`src/rtl/mem_port_arbiter_if.sv`:
```
// mem_port_arbiter_if: the bus between the fetch port, the load/store port,
// the memory and the arbiter that shares the memory between them.
//   if_*  : fetch requester (read only)
//   d_*   : load/store requester (read or write, byte mask on writes)
//   mem_* : single-port memory (mem_rdata returns RD_LAT cycles after a read)
// Modports:
//   slave  : the arbiter's view
//   master : the requesters' and memory's view
interface mem_port_arbiter_if #(
  parameter int ADDR_W = 32,
  parameter int DATA_W = 32
);
  localparam int MW = DATA_W / 8;

  logic              if_req;
  logic [ADDR_W-1:0] if_addr;
  logic              if_gnt;
  logic              if_rvalid;
  logic [DATA_W-1:0] if_rdata;

  logic              d_req;
  logic              d_we;
  logic [ADDR_W-1:0] d_addr;
  logic [DATA_W-1:0] d_wdata;
  logic [MW-1:0]     d_wmask;
  logic              d_gnt;
  logic              d_rvalid;
  logic [DATA_W-1:0] d_rdata;

  logic              mem_en;
  logic              mem_we;
  logic [ADDR_W-1:0] mem_addr;
  logic [DATA_W-1:0] mem_wdata;
  logic [MW-1:0]     mem_wmask;
  logic [DATA_W-1:0] mem_rdata;

  modport slave (
    input  if_req, if_addr, d_req, d_we, d_addr, d_wdata, d_wmask, mem_rdata,
    output if_gnt, if_rvalid, if_rdata, d_gnt, d_rvalid, d_rdata,
           mem_en, mem_we, mem_addr, mem_wdata, mem_wmask
  );

  modport master (
    output if_req, if_addr, d_req, d_we, d_addr, d_wdata, d_wmask, mem_rdata,
    input  if_gnt, if_rvalid, if_rdata, d_gnt, d_rvalid, d_rdata,
           mem_en, mem_we, mem_addr, mem_wdata, mem_wmask
  );
endinterface

```
`src/rtl/mem_port_arbiter.sv`:
```
// mem_port_arbiter: round-robin arbiter sharing one single-port memory between
// the instruction-fetch port and the load/store port. At most one access per
// grant; a read blocks further grants until its data returns RD_LAT cycles
// later, and the returned data is flagged valid only to the port that asked.
// Ports:
//   clk   : clock, all state on rising edge
//   reset : asynchronous active-low reset; all outputs forced to 0 while low
//   bus   : mem_port_arbiter_if.slave (requesters + memory)
// Parameters: ADDR_W, DATA_W (multiple of 8), RD_LAT (1..7).
module mem_port_arbiter #(
  parameter int ADDR_W = 32,
  parameter int DATA_W = 32,
  parameter int RD_LAT = 1
) (
  input  logic clk,
  input  logic reset,
  mem_port_arbiter_if.slave bus
);
  typedef enum logic { IDLE, RD_WAIT } state_t;
  typedef enum logic { PORT_IF, PORT_D } port_t;

  state_t     state, state_nxt;
  port_t      last_gnt, last_gnt_nxt;
  port_t      owner, owner_nxt;
  logic [2:0] cnt, cnt_nxt;
  logic       pend, pend_nxt;  // read data returns this cycle
  logic       if_gnt, d_gnt, rd_gnt;

  always_ff @(posedge clk or negedge reset) begin
    if (!reset) begin
      state    <= IDLE;
      last_gnt <= PORT_D;   // so fetch wins the first contention
      owner    <= PORT_IF;
      cnt      <= '0;
      pend     <= 1'b0;
    end else begin
      state    <= state_nxt;
      last_gnt <= last_gnt_nxt;
      owner    <= owner_nxt;
      cnt      <= cnt_nxt;
      pend     <= pend_nxt;
    end
  end

  always_comb begin
    state_nxt    = state;
    last_gnt_nxt = last_gnt;
    owner_nxt    = owner;
    cnt_nxt      = cnt;
    pend_nxt     = 1'b0;
    if_gnt       = 1'b0;
    d_gnt        = 1'b0;

    // Grants are gated by reset so nothing leaks out while it is held low.
    if (reset && state == IDLE) begin
      if (bus.if_req && (!bus.d_req || last_gnt == PORT_D)) if_gnt = 1'b1;
      else if (bus.d_req)                                   d_gnt  = 1'b1;
    end
    rd_gnt = if_gnt || (d_gnt && !bus.d_we);

    case (state)
      IDLE: begin
        if (rd_gnt) begin
          owner_nxt = d_gnt ? PORT_D : PORT_IF;
          if (RD_LAT == 1) begin
            pend_nxt = 1'b1;
          end else begin
            state_nxt = RD_WAIT;
            cnt_nxt   = 3'(RD_LAT - 1);
          end
        end
      end
      RD_WAIT: begin
        // cnt counts down to 1 on the cycle before the return cycle
        cnt_nxt = cnt - 3'd1;
        if (cnt == 3'd1) begin
          state_nxt = IDLE;
          pend_nxt  = 1'b1;
        end
      end
      default: state_nxt = IDLE;
    endcase

    if (if_gnt || d_gnt) last_gnt_nxt = d_gnt ? PORT_D : PORT_IF;
  end

  assign bus.if_gnt    = if_gnt;
  assign bus.d_gnt     = d_gnt;
  assign bus.mem_en    = if_gnt || d_gnt;
  assign bus.mem_we    = d_gnt && bus.d_we;
  assign bus.mem_addr  = if_gnt ? bus.if_addr : (d_gnt ? bus.d_addr : '0);
  assign bus.mem_wdata = d_gnt ? bus.d_wdata : '0;
  assign bus.mem_wmask = d_gnt ? bus.d_wmask : '0;

  // rdata is a straight pass-through; rvalid alone says whose it is.
  assign bus.if_rvalid = reset && pend && owner == PORT_IF;
  assign bus.d_rvalid  = reset && pend && owner == PORT_D;
  assign bus.if_rdata  = reset ? bus.mem_rdata : '0;
  assign bus.d_rdata   = reset ? bus.mem_rdata : '0;
endmodule
```
`src/flat_wrapper.sv`:
```
// flat-port wrapper written by rule: the top's interface ports become plain ports
module mem_port_arbiter_flat 
#(
  parameter int ADDR_W = 32,
  parameter int DATA_W = 32,
  parameter int RD_LAT = 1
)
  (clk, reset, bus_if_req, bus_if_addr, bus_d_req, bus_d_we, bus_d_addr, bus_d_wdata, bus_d_wmask, bus_mem_rdata, bus_if_gnt, bus_if_rvalid, bus_if_rdata, bus_d_gnt, bus_d_rvalid, bus_d_rdata, bus_mem_en, bus_mem_we, bus_mem_addr, bus_mem_wdata, bus_mem_wmask);
  mem_port_arbiter_if #(.ADDR_W(ADDR_W), .DATA_W(DATA_W)) bus_i ();
  input  logic clk;
  input  logic reset;
  input wire logic [$bits(bus_i.if_req)-1:0] bus_if_req;
  input wire logic [$bits(bus_i.if_addr)-1:0] bus_if_addr;
  input wire logic [$bits(bus_i.d_req)-1:0] bus_d_req;
  input wire logic [$bits(bus_i.d_we)-1:0] bus_d_we;
  input wire logic [$bits(bus_i.d_addr)-1:0] bus_d_addr;
  input wire logic [$bits(bus_i.d_wdata)-1:0] bus_d_wdata;
  input wire logic [$bits(bus_i.d_wmask)-1:0] bus_d_wmask;
  input wire logic [$bits(bus_i.mem_rdata)-1:0] bus_mem_rdata;
  output wire logic [$bits(bus_i.if_gnt)-1:0] bus_if_gnt;
  output wire logic [$bits(bus_i.if_rvalid)-1:0] bus_if_rvalid;
  output wire logic [$bits(bus_i.if_rdata)-1:0] bus_if_rdata;
  output wire logic [$bits(bus_i.d_gnt)-1:0] bus_d_gnt;
  output wire logic [$bits(bus_i.d_rvalid)-1:0] bus_d_rvalid;
  output wire logic [$bits(bus_i.d_rdata)-1:0] bus_d_rdata;
  output wire logic [$bits(bus_i.mem_en)-1:0] bus_mem_en;
  output wire logic [$bits(bus_i.mem_we)-1:0] bus_mem_we;
  output wire logic [$bits(bus_i.mem_addr)-1:0] bus_mem_addr;
  output wire logic [$bits(bus_i.mem_wdata)-1:0] bus_mem_wdata;
  output wire logic [$bits(bus_i.mem_wmask)-1:0] bus_mem_wmask;
  assign bus_i.if_req = bus_if_req;
  assign bus_i.if_addr = bus_if_addr;
  assign bus_i.d_req = bus_d_req;
  assign bus_i.d_we = bus_d_we;
  assign bus_i.d_addr = bus_d_addr;
  assign bus_i.d_wdata = bus_d_wdata;
  assign bus_i.d_wmask = bus_d_wmask;
  assign bus_i.mem_rdata = bus_mem_rdata;
  assign bus_if_gnt = bus_i.if_gnt;
  assign bus_if_rvalid = bus_i.if_rvalid;
  assign bus_if_rdata = bus_i.if_rdata;
  assign bus_d_gnt = bus_i.d_gnt;
  assign bus_d_rvalid = bus_i.d_rvalid;
  assign bus_d_rdata = bus_i.d_rdata;
  assign bus_mem_en = bus_i.mem_en;
  assign bus_mem_we = bus_i.mem_we;
  assign bus_mem_addr = bus_i.mem_addr;
  assign bus_mem_wdata = bus_i.mem_wdata;
  assign bus_mem_wmask = bus_i.mem_wmask;
  mem_port_arbiter #(.ADDR_W(ADDR_W), .DATA_W(DATA_W), .RD_LAT(RD_LAT)) u_core (.clk(clk), .reset(reset), .bus(bus_i));
endmodule
```
`config.mk`:
```
export PLATFORM = sky130hd
export DESIGN_NAME = mem_port_arbiter_flat
export DESIGN_NICKNAME = d
export VERILOG_FILES = /design/src/rtl/mem_port_arbiter_if.sv /design/src/rtl/mem_port_arbiter.sv /design/src/flat_wrapper.sv
export SDC_FILE = /design/constraint.sdc
export NUM_CORES = 1
export LEC_CHECK = 0
export CORE_AREA = 2 2 107 109
export CTS_CLUSTER_SIZE = 10
export DETAILED_ROUTE_END_ITERATION = 10
export DIE_AREA = 0 0 109 111
export MAX_ROUTING_LAYER = met4
export SLEW_MARGIN = 15
export SYNTH_ARGS = -nofsm -noshare
export SYNTH_HDL_FRONTEND = slang
export SYNTH_SLANG_ARGS = --single-unit
```
`constraint.sdc`:
```
create_clock -name clk -period 1.3 [get_ports clk]
set_input_delay 0.195 -clock clk [delete_from_list [all_inputs] [get_ports clk]]
set_output_delay 0.195 -clock clk [all_outputs]
set_load 0.1 [all_outputs]
```
==> impl_metrics.tcl, run 1 <==
set metrics [dict create \
    grt_max_degree 43 \
    cts-htree-levels 1 \
    critPathMaxFanout 8 \
    die_area_sq_mm 0.0121 \
    antenna_found_initial 0 \
    core_area_sq_mm 0.0111 \
    cts.sink_count 7 \
    synth_area_per_cell_sq_um 7.95 \
    setup_viol 138 \
    insertion_delay_ps 230 \
    period_share_pct 143 \
    tightest_slew_ps 382 \
    ir_drop_mv 0.889 \
    ant_nets 0 \
    fin_nets 574 \
    cpLargestDelayFamily "buffers and inverters" \
    max_stage_delay_ps 530 \
    drc_errors 0 \
    yosys_warnings 0 \
    drive_above_1_share_pct 63.1 \
    synth_area_leaders "and2_1, a22o_1, buf_4" \
    netlist_area_sq_mm 0.00142 \
    synth-edff-count 0 \
    powerDensity_mw_per_mm2 746 \
    multi_input_area_sq_mm 0.00134 \
    worst_setup_path_end_kind "output port" \
    critPathSlowestCell "dfstp_2" \
    drt_wl_total_um 10000 \
    diodes 0 \
    async_flop_share_pct 100 \
    ys_types 25 \
    yosysTopAreaCell "and2_1" \
    drt_iter0_drc 47 \
    die_w_um 109 \
    cts_tree "yes" \
    min-delay-path-class "primary input to async pin" \
    n_fill_cell 885 \
    worstPathCellList "buf_6, a21oi_4, buf_12, clkbuf_16, a22o_4, buf_12" \
    status "finished, violations left" \
    syn_inst 179 \
    leakagePower_nw 2.69 \
    port_buffers 274 \
    io-pin-count 275 \
    seq_area_frac_synth_pct 12.4 \
    ys_seq_elements 7 \
    ys_top_cells_by_count "and2_1, buf_4, a22o_1" \
    rsz0062_at_grt "yes" \
    worst_setup_path_start_kind "flop" \
    routed_via_density 3.91 \
    crit_type "flop to output port" \
    place_ws_ps -594 \
    synth_flop_cell "dfrtp_1" \
    worst-endpoint-arrival_ps 1660 \
    initial_core_util_pct 12.9 \
    synth_top_area_share_pct 30.3 \
    fmax_mhz 538 \
    violations "negative setup slack" \
    required_ps 1110 \
    gp_congestion 0.807 \
    vias 2258 \
    slew_headroom_pct 74.5 \
    grt.overflow.total 0 \
    grt_usage_pct 15.7 \
    final_max_slew_viol_count 0 \
    clk_pin_slew_ps 40 \
    r2r_slack_ps 30 \
    first_pass_iters 4 \
    finalHoldViolations 0 \
    hpwl_um 8060 \
    synthesis.nets 318 \
    seq_area_sq_um 176 \
    fin_ws_ps -559 \
    cts_made_buffers 3 \
    yosysMostFrequentCell "and2_1" \
    maxCapViolations 0 \
    crit_buf_inv 4 \
    cts_root_buffer "clkbuf_16" \
    grt_pass1_vias 2370 \
    final.min_clock_period_ps 1860 \
    rows 39 \
    die_h_um 111 \
    finalSetupTns_ps -50610 \
    wl_per_cell_um 17.3 \
    grt_first_pass_wirelength_um 14300 \
    skew_ps 4.23 \
    cts_hold_buf 0 \
    critPathMostFrequentCell "buf_12" \
    cts_buffer_depth 2 \
    area_growth_pct 341 \
]
## cell type report
type,instances,share of cell area (%)
flip-flops and latches,7,2.81
inverters,4,0.239
multi-input cells,121,21.3
clock buffers,4,1.25
well taps,143,2.85
repair buffers,298,71.5
## cells by family after synthesis
logic type	share of synthesized area, %
DFF	12.4
and+or+nand+nor	34.5
xor gates and xnor gates	1.23
muxes	0.703
AOI/OAI and AO/OA	24.4
adders and majority gates	1.76
buffers and inverters	25.0
## sequential cells by signal, indices dropped and copies added, names as in the netlist
register         cells
u_core.cnt           3
u_core.last_gnt      1
u_core.owner         1
u_core.pend          1
u_core.state         1
## per-stage QoR
step           power (mW)  instance area (sq um)  util, %  hold WS (ps)  instances
6_report             4.68                   6280     56.7           215        577
5_1_grt              4.81                   6280     56.7           282        577
4_1_cts              4.64                   6120     55.3           219        570
3_5_place_dp         4.06                   5950     53.8           481        562
3_3_place_gp         4.04                   5950     53.8           461        562
2_1_floorplan        2.56                   1980        -          -101        179
## final timing paths
check	cells after the start	start	endpoint
hold reg to reg	1	u_core.cnt[2]	u_core.cnt[2]
hold / removal	2	reset	u_core.cnt[2]
max in group asynchronous	2	reset	u_core.last_gnt
setup / recovery	6	u_core.last_gnt	bus_mem_addr[14]
min in group clk	1	u_core.cnt[2]	u_core.cnt[2]
setup reg to reg	5	u_core.last_gnt	u_core.owner
## layout by cell type (no fill, tap or decap), types with 2 or more instances in the layout
master | netlist | routed
a21oi_4 | 2 | 2
a22o_4 | 0 | 32
and2_2 | 0 | 26
and2_4 | 0 | 43
buf_12 | 0 | 143
buf_16 | 0 | 2
buf_4 | 36 | 6
buf_6 | 3 | 6
buf_8 | 0 | 2
clkbuf_16 | 0 | 6
clkdlybuf4s50_1 | 0 | 133
dfrtp_1 | 6 | 6
dlygate4sd2_1 | 0 | 3
ha_1 | 2 | 2
inv_1 | 4 | 4
nand2_1 | 2 | 2
nor2_1 | 3 | 2
## repair_timing
action | CTS | global route
setup endpoints to repair | 139 | 140
pin swaps | 6 | 19
cloned | 2 | 6
hold endpoints to repair | 0 | 0
buffers inserted | 3 | 1
gates resized for setup | 8 | 6
## routing by layer
metal  GRT usage, %  vias to the layer above  wire, um
li1               -                     1081         -
met1           15.9                     1067      3450
met2           31.1                      104      5780
met3           2.76                        6       698
met4           2.31                        0        73
met5              -                        -         0
## report_power, final
part	total [mW]	leakage (nW)	internal (mW)	switching, mW
Combinational	3.91	2.56	1.63	2.29
Sequential	0.245	0.0915	0.234	0.0112
Clock	0.523	0.0382	0.408	0.115
Total	4.68	2.69	2.27	2.41
No activity file was read; power rests on OpenSTA's default activity.
==> run 2: changes to the inputs <==
--- a/config.mk
+++ b/config.mk
@@ -9,6 +9,7 @@
 export CTS_CLUSTER_SIZE = 10
 export DETAILED_ROUTE_END_ITERATION = 10
 export DIE_AREA = 0 0 109 111
+export GPL_ROUTABILITY_DRIVEN = 0
 export MAX_ROUTING_LAYER = met4
 export SLEW_MARGIN = 15
 export SYNTH_ARGS = -nofsm -noshare
==> results of run 2 <==
Final layout, timing and power as in run 1 (identical DEF).
==> run 3: changes to the inputs <==
--- a/config.mk
+++ b/config.mk
@@ -11,6 +11,7 @@
 export DIE_AREA = 0 0 109 111
 export GPL_ROUTABILITY_DRIVEN = 0
 export MAX_ROUTING_LAYER = met4
+export SKIP_CTS_REPAIR_TIMING = 1
 export SLEW_MARGIN = 15
 export SYNTH_ARGS = -nofsm -noshare
 export SYNTH_HDL_FRONTEND = slang
==> impl_metrics.tcl, run 3 (synthesis results as in run 1) <==
set metrics [dict create \
    status "finished, violations left" \
    violations "negative setup slack" \
    cts_root_buffer "clkbuf_16" \
    port_buffers 274 \
    vias 2240 \
    powerDensity_mw_per_mm2 744 \
    cts_buffer_depth 2 \
    crit_type "flop to output port" \
    cts.sink_count 7 \
    tightest_slew_ps 374 \
    drt_wl_total_um 9950 \
    skew_ps 4.23 \
    core_area_sq_mm 0.0111 \
    hpwl_um 8060 \
    seq_area_sq_um 176 \
    worst-endpoint-arrival_ps 1650 \
    die_w_um 109 \
    largest_reg_flops 3 \
    required_ps 1110 \
    critPathMaxFanout 8 \
    dp.cells 562 \
    fin_cells 576 \
    finalHoldViolations 0 \
    wl_per_cell_um 17.3 \
    fin_ws_ps -545 \
    ant_nets 0 \
    final.min_clock_period_ps 1850 \
    cts_made_buffers 3 \
    maxCapViolations 0 \
    grt_pass1_vias 2332 \
    fmax_mhz 542 \
    regMostFlops "u_core.cnt" \
    worst_setup_path_start_kind "flop" \
    first_pass_iters 4 \
    grt.overflow.total 0 \
    layout_commonest_cell "buf_12" \
    final_util_pct 56.6 \
    grt_usage_pct 15.2 \
    io-pin-count 275 \
    drive_above_1_share_pct 63.3 \
    place_ws_ps -594 \
    drt_iter0_drc 38 \
    rsz0062_at_grt "yes" \
    n_fill_cell 878 \
    multi_input_area_sq_mm 0.00133 \
    die_area_sq_mm 0.0121 \
    die_h_um 111 \
    grt_max_degree 43 \
    period_share_pct 142 \
    postPlaceCellArea_sq_mm 0.00595 \
    drc_errors 0 \
    setup_viol 138 \
    worst_setup_path_end_kind "output port" \
    insertion_delay_ps 230 \
    rows 39 \
    min-delay-path-class "primary input to async pin" \
    fin_area_sq_mm 0.00627 \
    routed_via_density 3.89 \
    ir_drop_mv 0.894 \
    whs_ps 106 \
    slew_headroom_pct 75.0 \
    cts-htree-levels 1 \
    layout_common_cells "buf_12, clkdlybuf4s50_1, and2_4" \
    cts_tree "yes" \
    r2r_slack_ps 30 \
    area_growth_pct 340 \
    initial_core_util_pct 12.9 \
    leakagePower_nw 2.70 \
    grt_first_pass_wirelength_um 13900 \
    clk_pin_slew_ps 40 \
    antenna_found_initial 0 \
    final_max_slew_viol_count 0 \
    fin_nets 573 \
    diodes 0 \
]
-- run 3: cell count changes in the layout (fill, tap and decap cells not counted), sizes merged --
cell and delta:
clkbuf +2, buf -3, dlymetal6s2s +3, dlygate4sd2 -3
-- run 3: stage by stage --
step	power, mW	TNS [ps]
2_1_floorplan	2.56	-35220
3_3_place_gp	4.04	-72810
3_5_place_dp	4.06	-75220
4_1_cts	4.60	-74150
5_1_grt	4.79	-54610
6_report	4.67	-42900
-- run 3: routing by layer --
metal  global-route usage [%]  routed length (um)
met5                        -                   0
met4                     2.31                  73
met3                     2.70                 679
met2                     30.4                5760
met1                     15.0                3440
-- run 3: report_power, final --
part	switching, mW	total, mW	internal (mW)
Clock	0.115	0.523	0.408
Combinational	2.28	3.89	1.61
Sequential	0.0130	0.247	0.234
-- run 3: critical path, cell delays in order, from the launching register on --
cell and delay [ps]:
dfrtp_1 380, nand3b_4 180, a21oi_4 190, buf_12 190
clkbuf_16 170, a22o_4 140, buf_12 160
-- run 3: final cells by class --
cell class | instances | area share, %
clock buffer | 4 | 1.26
timing repair buffer | 297 | 71.6
inverter | 4 | 0.240
sequential | 7 | 2.81
tap | 143 | 2.85
multi-input combinational | 121 | 21.3
-- run 3: path summary, 6_finish.rpt --
| check | start | end | depth (start not counted) |
|---|---|---|---|
| max in group asynchronous | reset | u_core.last_gnt | 2 |
| worst min register to register | u_core.cnt[2] | u_core.cnt[2] | 1 |
| worst max register to register | u_core.state | u_core.last_gnt | 5 |
| worst min-delay path | reset | u_core.cnt[2] | 2 |
| min in group clk | u_core.cnt[2] | u_core.cnt[2] | 1 |
| worst max-delay path | u_core.state | bus_mem_addr[14] | 6 |
